==> src/rtl/ram_delay_line.sv <==
// ============================================================================
// ram_delay_line : circular sample buffer streaming the newest TAPS samples
// Revision       : 1.0
// ============================================================================
`default_nettype none

module ram_delay_line #(
  parameter int ADDR_WIDTH = 5,
  parameter int DATA_WIDTH = 16,
  parameter int TAPS       = 2 ** ADDR_WIDTH
) (
  input  logic                  clk,
  input  logic                  rst_n,
  input  logic [DATA_WIDTH-1:0] sample_in,
  input  logic                  sample_valid,
  input  logic                  start,
  output logic                  ready,
  output logic                  busy,
  output logic [DATA_WIDTH-1:0] data_out,
  output logic                  data_valid,
  output logic [ADDR_WIDTH-1:0] tap_idx,
  output logic                  last,
  output logic                  overflow
);

  localparam int DEPTH = 2 ** ADDR_WIDTH;
  localparam logic [ADDR_WIDTH-1:0] LAST_TAP  = ADDR_WIDTH'(TAPS - 1);
  localparam logic [ADDR_WIDTH-1:0] LAST_ADDR = ADDR_WIDTH'(DEPTH - 1);

  if (TAPS < 1 || TAPS > DEPTH) begin : g_taps_range_check
    $error("ram_delay_line: TAPS must be within 1..DEPTH");
  end

  typedef enum logic [1:0] {
    CLEAR = 2'd0,
    IDLE  = 2'd1,
    READ  = 2'd2
  } state_t;

  state_t state, state_nx;

  logic [DATA_WIDTH-1:0] mem [DEPTH];
  logic [ADDR_WIDTH-1:0] wr_ptr, clr_cnt, base, k;
  logic                  pend_valid;
  logic [DATA_WIDTH-1:0] pend_data;

  logic                  we;
  logic [ADDR_WIDTH-1:0] wa;
  logic [DATA_WIDTH-1:0] wd;
  logic                  re;
  logic [ADDR_WIDTH-1:0] ra;

  always_comb begin
    state_nx = state;
    we       = 1'b0;
    wa       = wr_ptr;
    wd       = sample_in;
    re       = 1'b0;
    ra       = base - k;
    case (state)
      CLEAR: begin
        we = 1'b1;
        wa = clr_cnt;
        wd = '0;
        if (clr_cnt == LAST_ADDR) state_nx = IDLE;
      end
      IDLE: begin
        // A held-over sample always lands before the one arriving now
        if (pend_valid) begin
          we = 1'b1;
          wd = pend_data;
        end else if (sample_valid) begin
          we = 1'b1;
        end
        if (start) state_nx = READ;
      end
      READ: begin
        re = 1'b1;
        if (k == LAST_TAP) state_nx = IDLE;
      end
      default: state_nx = CLEAR;
    endcase
  end

  always_ff @(posedge clk or negedge rst_n) begin
    if (!rst_n) state <= CLEAR;
    else        state <= state_nx;
  end

  always_ff @(posedge clk) begin
    if (we) mem[wa] <= wd;
  end

  always_ff @(posedge clk or negedge rst_n) begin
    if (!rst_n) begin
      wr_ptr     <= '0;
      clr_cnt    <= '0;
      base       <= '0;
      k          <= '0;
      pend_valid <= 1'b0;
      pend_data  <= '0;
      overflow   <= 1'b0;
      ready      <= 1'b0;
      data_out   <= '0;
      data_valid <= 1'b0;
      tap_idx    <= '0;
      last       <= 1'b0;
    end else begin
      case (state)
        CLEAR: begin
          clr_cnt <= clr_cnt + 1'b1;
          if (clr_cnt == LAST_ADDR) ready <= 1'b1;
        end
        IDLE: begin
          if (we) wr_ptr <= wr_ptr + 1'b1;
          if (pend_valid) begin
            pend_valid <= sample_valid;
            pend_data  <= sample_in;
          end
          // Newest sample is the one written this cycle, if any
          if (start) begin
            base <= we ? wr_ptr : wr_ptr - 1'b1;
            k    <= '0;
          end
        end
        READ: begin
          k <= k + 1'b1;
          if (sample_valid) begin
            if (pend_valid) overflow <= 1'b1;
            pend_valid <= 1'b1;
            pend_data  <= sample_in;
          end
        end
        default: ;
      endcase

      data_valid <= re;
      last       <= re && (k == LAST_TAP);
      if (re) begin
        data_out <= mem[ra];
        tap_idx  <= k;
      end
    end
  end

  assign busy = (state != IDLE);

endmodule

`default_nettype wire

==> config.mk <==
export PLATFORM = sky130hd
export DESIGN_NAME = ram_delay_line
export DESIGN_NICKNAME = d
export VERILOG_FILES = /design/src/rtl/ram_delay_line.sv
export SDC_FILE = /design/constraint.sdc
export NUM_CORES = 1
export LEC_CHECK = 0
export ABC_AREA = 1
export BUFFER_PORTS_ARGS = -buffer_cell sky130_fd_sc_hd__buf_4
export CAP_MARGIN = 30
export CORE_MARGIN = 5
export CORE_UTILIZATION = 25
export DETAILED_ROUTE_END_ITERATION = 16
export PLACE_DENSITY = 0.46
export SLEW_MARGIN = 20
export SYNTH_ARGS = -nofsm -noshare
export SYNTH_HDL_FRONTEND = slang
export SYNTH_SLANG_ARGS = --single-unit
==> constraint.sdc <==
create_clock -name clk -period 3.9 [get_ports clk]
set_input_delay 0.78 -clock clk [delete_from_list [all_inputs] [get_ports clk]]
set_output_delay 0.78 -clock clk [all_outputs]
set_load 0.05 [all_outputs]
# Word level (Yosys, flattened, before mapping)
# Memory sizes are Yosys's and may differ from the RTL's. A register that Yosys moved wholly into a read port is not among the register bits.
# Cells that the tools add are included.
[totals] output_inout_bits=26 mem_bits_rw=512 regBits=48 in_bits=20 mem_count=1 elab_cells=62
[mem_list] name="mem" words=32 word_bits=16 rd=1 rd_ports_with_merged_regs=1 write_ports=1 line="42" rtl="logic [DATA_WIDTH-1:0] mem [DEPTH];"
[op_classes] eq_ne=10 muxes=22 n_reduce_logical=12 n_addsub=5
[op_table] operator="case mux 16 bit (2 select lines)" n=2
[op_table] operator="two-way mux 16 bit" n=3
[op_table] operator="adder 5 x 1 -> 5 bit, second input constant" n=3
[op_table] operator="two-way mux 5 bit" n=3
[op_table] operator="== test 5 bit, second input constant" n=2
[op_table] operator="!= test 2 bit, second input constant" n=5
[op_table] operator="case mux 5 bit (2 select lines)" n=1
[op_table] operator="AND reduction 2 bit" n=5
[op_table] operator="AND reduction 3 bit" n=3
[op_table] operator="two-way mux 1 bit" n=7
[op_table] operator="two-way mux 2 bit" n=3
[op_table] operator="case mux 2 bit (3 select lines)" n=1
[op_table] operator="subtractor 5 x 1 -> 5 bit, second input constant" n=1
[op_table] operator="subtractor 5 bit" n=1
[op_table] operator="case mux 1 bit (2 select lines)" n=2
[op_table] operator="== test 2 x 1 -> 1 bit, second input constant" n=1
[op_table] operator="== test 2 bit, second input constant" n=1
[op_table] operator="logical NOT 2 bit" n=1
[op_table] operator="!= test 2 x 1 -> 1 bit, second input constant" n=1
[op_table] operator="nonzero test 2 bit" n=1
[op_table] operator="logical AND 1 bit" n=1
[op_table] operator="logical NOT 1 bit" n=1

# Logic depth before layout (Yosys ltp)
# Gate-level depths: netlist (run 1).
[logic_depth] word_depth=5 depth_mapped=15

# Least setup slack after synthesis (run 1)
# OpenSTA, ideal clock, no wires.
[synth_path] path_type="reg-to-reg" startpoint="register state[1]" endpoint="memory mem[0][0] (data pin)" synth_period_minus_slack_ns=3.341 stages_incl_launch_ff=8 t_required_ns=3.446 arrival_time_ns=2.887 setup_time_ns=0.454 path_slack_ns=0.559 cell_sequence="dfrtp_1 inv_1 ha_1 clkinv_1 nor2_1 a21oi_1 clkbuf_1 o21ai_0"
[synth_between] elab_chain_cells=2 elab_cells_between_ends=3
[synth_rtl] item="from (decl)" line="40" rtl="state_t state, state_nx;"
[synth_rtl] item="from (signal assigned)" line="87" rtl="else state <= state_nx;"
[synth_rtl] item="== test 2 x 1 -> 1 bit or logical NOT 2 bit (tied branches)" line="60" rtl="case (state)"
[synth_rtl] item="case mux 16 bit (2 select lines) (*)" line="60"
[synth_rtl] item="net wd[0]" line="49" rtl="logic [DATA_WIDTH-1:0] wd;"
[synth_rtl] item="to (decl)" line="42"
# Mark *: on every way through the listed nets, which the timed path passes. The rest lies on a longest branch.

# Worst setup path in the final report (run 1)
[layout_path] startpoint="register k[0]" endpoint="register data_out[6] (read register of mem)"
[layout_between] elab_chain_cells=1
[layout_rtl] item="from (decl)" line="43" rtl="logic [ADDR_WIDTH-1:0] wr_ptr, clr_cnt, base, k;"
[layout_rtl] item="from (signal assigned)" line="127" rtl="k <= k + 1'b1;"
[layout_rtl] item="subtractor 5 bit" line="59" rtl="ra = base - k;"
[layout_rtl] item="to (decl)" line="19" rtl="output logic [DATA_WIDTH-1:0] data_out,"
# No other way between the ends.
# A chain may end at the register's enable or synchronous reset.

==> results of run 1 <==
-- worst register-to-register path: stages (launching register included) --
cell      delay, ns
dfrtp_1        0.45
ha_4           0.19
fa_4           0.51
nand3b_1       0.20
nand2_1        0.11
inv_1          0.04
nand2_1        0.06
nand2_2        0.32
inv_1          0.65
nand3_1        0.34
nand2_1        0.15
nand2_1        0.05
nand2_1        0.06
-- worst paths after layout --
kind | to | cells past startpoint | slack [ns]
hold / removal | tap_idx[4] | 1 | 0.08
max in group asynchronous | data_out[1] | 2 | 3.26
setup / recovery | data_out[6] | 12 | 0.72
hold reg to reg | ready | 1 | 0.48
setup reg to reg | data_out[6] | 12 | 0.72
min in group clk | overflow | 2 | 0.48
-- per-stage QoR --
stage / instance area (µm²) / hold WS [ns] / instances / worst slack, ns / utilization (%)
final: 29500 / 0.0834 / 3928 / 0.720 / 29.6
after global routing: 29500 / 0.0863 / 3928 / 0.549 / 29.6
after CTS: 29500 / 0.342 / 3927 / 0.661 / 29.6
after detailed placement: 27500 / 0.474 / 3804 / 0.668 / 27.5
after global placement: 27500 / 0.463 / 3803 / 0.697 / 27.5
after floorplan: 25100 / 0.454 / 2494 / 0.559 / -
-- cell type report --
| type | count | share of cell area [%] |
|---|---|---|
| Clock inverter | 29 | 0.618 |
| Multi-Input combinational cell | 1393 | 21.1 |
| Tap cell | 1298 | 5.50 |
| Inverter | 405 | 5.18 |
| Clock buffer | 94 | 6.19 |
| Timing Repair Buffer | 133 | 3.97 |
| Sequential cell | 576 | 57.5 |
-- metal layers --
metal,vias to the layer above,routed length [µm],track usage (%)
met2,327,34200,22.0
met5,-,0,0
li1,8243,-,-
met4,0,1420,3.57
met3,84,2560,1.49
met1,8202,33700,18.5
-- cells by family after synthesis --
logic type / count (synthesis) / synth area share, %
flip-flops: 576 / 67.7
buffers and inverters: 525 / 8.05
adder cells (fa/ha/maj): 15 / 0.778
XOR/XNOR: 12 / 0.479
AND/OR/NAND/NOR: 1293 / 21.5
AO/OA/AOI/OAI: 73 / 1.53
-- state kept, by name (all words and copies together), names as in the netlist, 2 cells and up --
register and count:
tap_idx 5, clr_cnt 5, state 2, base 5
pend_data 16, data_out 16, wr_ptr 5, k 5
mem 512
-- placed cells by master (no fill, tap or decap), drive strengths merged --
cell / instances
nand2: 826
edfxtp: 512
nand3: 410
inv: 409
buf: 133
clkbuf: 94
dfrtp: 64
o21ai: 56
nor2: 51
clkinv: 24
ha: 14
a21oi: 10
xor2: 10
nand4: 3
o22ai: 2
a31oi: 2
nand3b: 2
xnor2: 2
nor4: 1
a21o: 1
a31o: 1
o221ai: 1
fa: 1
bufinv: 1
==> parameters.txt, run 1 <==
Parameter                              Value

Logic synthesis
  Count of cell types in the netlist    28
  Yosys top cell area share    61.3%
  Post-synth EDFFs    512
  Most repeated cell in the gate-level netlist after synthesis    nand2_1
  Cell type contributing the most total cell area after synthesis    edfxtp_1
  Commonest cells in the netlist    nand2_1 (825), edfxtp_1 (512), nand3_1 (410)
  Primary flip-flop cell chosen by synthesis mapping    edfxtp_1
  Synth area leaders    edfxtp_1 (61%), nand2_1 (12%), nand3_1 (8.2%)
  Avg Cell Area, Syn    10.1 µm²
  Fraction of the yosys area taken by sequential cells    67.7%
  Net count of the mapped netlist    2,529
  Syn Std Cell Area    25,100 µm²
  Synth async-reset ratio    11.1%
  Post-Syn Instances    2,494
  Yosys warning total    0
  Flops & latches, synth    576

Route
  Vias after detailed routing    16,900
  Final Routed Wirelength    71,900 µm
  DRC violation count after routing    0
  DRC marker count from the first detailed-route iteration    1,256
  Average detailed-routed wire length per instance    18.3 µm
  Antenna-violating nets left    0
  First-pass iteration count of the detailed router    5
  Post-DR vias/cell    4.29

Timing
  Post-route clock period utilization    81.5%
  Count of final max-slew check failures    0
  Sum of negative setup slack    0 ns
  Unrepaired setup endpoints after global routing    false
  Worst slew pin tran    0.786 ns
  Final worst path period need    3.18 ns
  Tightest slew margin relative to the limit    47.4%
  Clock skew    0.0207 ns
  Maximum frequency from static timing analysis    314 MHz
  Final hold violation count    0
  Count of endpoints failing setup in the final report    0

CTS
  Inserted Clock Buffers    67
  Clock-pin slew on the worst setup and hold paths    0.06 ns
  H-tree Lvls    3
  Master cell of the clock root buffer    clkbuf_16
  Clock sinks    576
  Worst-case clock buffer depth    3
  Number of hold buffers added after CTS    0
  Total setup buffers inserted after CTS    0
  CTS tree    yes
  Worst skew pair latency    0.60 ns
  Resized Gates After CTS    0

Worst setup path
  Slowest CP cell    inv_1
  Cell occurring most often along the worst timing path    nand2_1
  Buffer and inverter count on the worst path    2
  Worst-path fanout max    17
  Data arrival time of the critical path    3.72 ns
  Critical path required time    4.44 ns
  Startpoint of the most critical register-to-register path    k[0]
  Top delay family on crit path    simple AND/OR/NAND/NOR gates
  Category of the worst setup path launch point    flop
  Worst path cell trace    ha_4, fa_4, nand3b_1, nand2_1, inv_1, nand2_1, nand2_2, inv_1, nand3_1, nand2_1, nand2_1, nand2_1
  Source of the critical timing path    k[0]
  Start-to-end type of the worst setup path    flop to flop
  Delay of the slowest cell on the worst path    0.63 ns
  Crit end category    flop

Cells and area
  Area delta synth->final    17.8%
  Number of nets in the finished design    2,611
  Area taken by flip-flops and latches    17,000 µm²
  Layout filler cell count    10,400
  Share of layout cells above drive strength 1    9.51%
  Area of the multi-input gates    6230 µm²
  Inserted Diodes    0

GRT
  GRT Resource Usage Total    13.2%
  Global-route congestion overflow total    0
  Initial antenna violation count    5
  Largest net degree at the start of global routing    129
  Via count of the first global-routing pass    16,500
  First-pass GRT wire length    108,000 µm

Floorplanning
  Area of the core region    99,900 µm²
  Row cnt    116
  Width of the chip    327 µm
  Ports    46
  Vertical die dimension    327 µm
  Die ar.    107,000 µm²
  Starting Density    25.1%

Worst hold path
  Classification of the worst-slack hold path    primary input to async pin

Flow run
  Maximum Capacitance Violations    0

Placed design
  GP Congestion    0.760
  Detailed placement HPWL    40,600 µm
  Total of buffers placed on input and output ports    45

Run status
  Status    finished, final reports clean
Power of run 1 is not shown: default switching activity piles up to over one toggle a cycle in this logic, so the estimate is an artifact.
==> inputs of run 2 (changes only) <==
==> constraint.sdc (replaced) <==
create_clock -name clk -period 3.19 [get_ports clk]
set_input_delay 0.638 -clock clk [delete_from_list [all_inputs] [get_ports clk]]
set_output_delay 0.638 -clock clk [all_outputs]
set_load 0.05 [all_outputs]
==> run 2 against run 1 <==
  * Worst hold slack better by 0.024 ns
  * Sequential cell count unchanged
  * Via count grew 0.39%
  * Cell area grew 2.0%
  * Final cell count grew 0.23%
  * Critical path depth up 1
  * Sequential share of layout area down 1.1 points
  * Register-to-register slack lost 0.56 ns
  * Largest cell class unchanged
  * Clock skew down 0.0056 ns
  * Worst setup slack worse by 0.56 ns
==> parameters.txt, run 2 (synthesized netlist as in run 1, its figures left out) <==
Parameter                              Value

Run status
  Status    finished, final reports clean

CTS
  Total setup buffers inserted after CTS    0
  Clock-pin slew on the worst setup and hold paths    0.06 ns
  Worst-case clock buffer depth    3
  Worst skew pair latency    0.60 ns
  CTS tree    yes
  Number of hold buffers added after CTS    0
  H-tree Lvls    3
  Inserted Clock Buffers    67
  Resized Gates After CTS    0
  Master cell of the clock root buffer    clkbuf_16
  Clock sinks    576

Cells and area
  Most used cells in the layout excluding fill and tap cells    nand2_1 (825), edfxtp_1 (512), nand3_1 (410), inv_1 (402), buf_4 (94)
  Share of layout cells above drive strength 1    10.1%
  Layout Utilization    30.2%
  Number of standard cells in the layout, taps in and fillers out    3,937
  Max FFs per register    512
  Largest registers in the final layout    mem x512, data_out x16, pend_data x16
  Layout filler cell count    10,300
  Area delta synth->final    20.2%
  Register containing the most flip-flops in the final layout    mem
  Leading cell type in the layout, fill and taps excluded    nand2_1
  Number of nets in the finished design    2,620

GRT
  Largest net degree at the start of global routing    127
  First-pass GRT wire length    107,000 µm
  Via count of the first global-routing pass    16,500
  Initial antenna violation count    7
  Global-route congestion overflow total    0
  GRT Resource Usage Total    13.2%

Worst setup path
  Startpoint of the most critical register-to-register path    k[0]
  Endpoint of the worst register-to-register path    data_out[13]
  Worst-path fanout max    18
  Flop-to-flop setup slack    0.16 ns
  Cell count of the worst reg-to-reg path    13
  Start-to-end type of the worst setup path    flop to flop
  Data arrival time of the critical path    3.56 ns
  Source of the critical timing path    k[0]
  Crit end category    flop
  Category of the worst setup path launch point    flop
  Critical path required time    3.72 ns
  Setup crit end    data_out[13]

Placed design
  GP Congestion    0.761
  Worst slack, placed    0.173 ns
  Placed cell count    3,814
  Detailed placement HPWL    41,200 µm
  Total of buffers placed on input and output ports    45

Timing
  Count of endpoints failing setup in the final report    0
  Worst slew pin tran    0.779 ns
  Final worst path period need    3.03 ns
  Worst-case setup margin in the final layout    0.158 ns
  Final hold violation count    0
  Post-route clock period utilization    95.0%
  Tightest slew margin relative to the limit    48.0%
  Sum of negative setup slack    0 ns
  Unrepaired setup endpoints after global routing    false
  Count of final max-slew check failures    0
  Maximum frequency from static timing analysis    330 MHz
  Clock skew    0.0152 ns

Route
  Post-DR vias/cell    4.30
  First-pass iteration count of the detailed router    5
  Top Layer Used    met4
  Antenna-violating nets left    0
  DRC marker count from the first detailed-route iteration    1,262
  DRC violation count after routing    0
  Met2 wire len    33,200 µm
  Vias after detailed routing    16,900
  WL met1    33,100 µm
  Routed met3 length    3840 µm
  Average detailed-routed wire length per instance    18.2 µm
  Final Routed Wirelength    71,500 µm

Floorplanning
  Starting Density    25.1%
  Ports    46
  Width of the chip    327 µm
  Row cnt    116
  Vertical die dimension    327 µm
  Area of the core region    99,900 µm²
  Die ar.    107,000 µm²

Worst hold path
  Classification of the worst-slack hold path    primary input to async pin

Flow run
  Maximum Capacitance Violations    0
run 2: changes by cell type in the layout (fill, tap and decap cells not counted), moves of 2 or more:
| cell | before | now |
|---|---|---|
| buf_4 | 119 | 94 |
| clkinv_2 | 9 | 13 |
| bufinv_16 | 1 | 3 |
| diode_2 | 0 | 3 |
| clkbuf_1 | 24 | 14 |
| clkbuf_16 | 69 | 71 |
| buf_12 | 12 | 48 |
| inv_6 | 4 | 1 |
run 2: routing by layer:
metal	track usage [%]	up-vias
met5	0	-
met2	21.4	379
met1	18.4	8191
li1	-	8269
met3	2.48	82
met4	2.91	0
run 2: metrics by stage:
step                hold slack (ns)  area [µm²]
finish                        0.107       30100
global placement              0.459       28000
global route                  0.133       30100
detailed placement            0.450       28000
floorplan                     0.342       25100
CTS                           0.100       30100
run 2: how the worst min path moves through the flow:
| stage | end |
|---|---|
| after floorplan | base[0] |
| after global placement | ready |
| after detailed placement | ready |
| after CTS | overflow |
| after global routing | overflow |
| final | overflow |
run 2: critical path: stages, from the launching register on:
cell     delay, ns
dfrtp_1       0.45
ha_4          0.19
fa_4          0.70
inv_4         0.16
buf_4         0.29
buf_4         0.30
nand3_1       0.11
nand2_1       0.07
nand2_1       0.04
nand3_1       0.08
nand3_1       0.28
nand2_1       0.16
nand2_1       0.06
nand2_1       0.06
run 2: cell type report:
| cell class | instances | area [µm²] | share of cell area, % |
|---|---|---|---|
| clock buffer | 87 | 1860 | 6.16 |
| antenna | 3 | 7.51 | 0.0249 |
| timing repair buffer | 142 | 1670 | 5.53 |
| inverter | 405 | 1530 | 5.08 |
| sequential | 576 | 17000 | 56.3 |
| clock inverter | 33 | 229 | 0.760 |
| multi-input combinational | 1393 | 6240 | 20.7 |
| tap | 1298 | 1620 | 5.39 |
Power of run 2 is left out for the same reason.
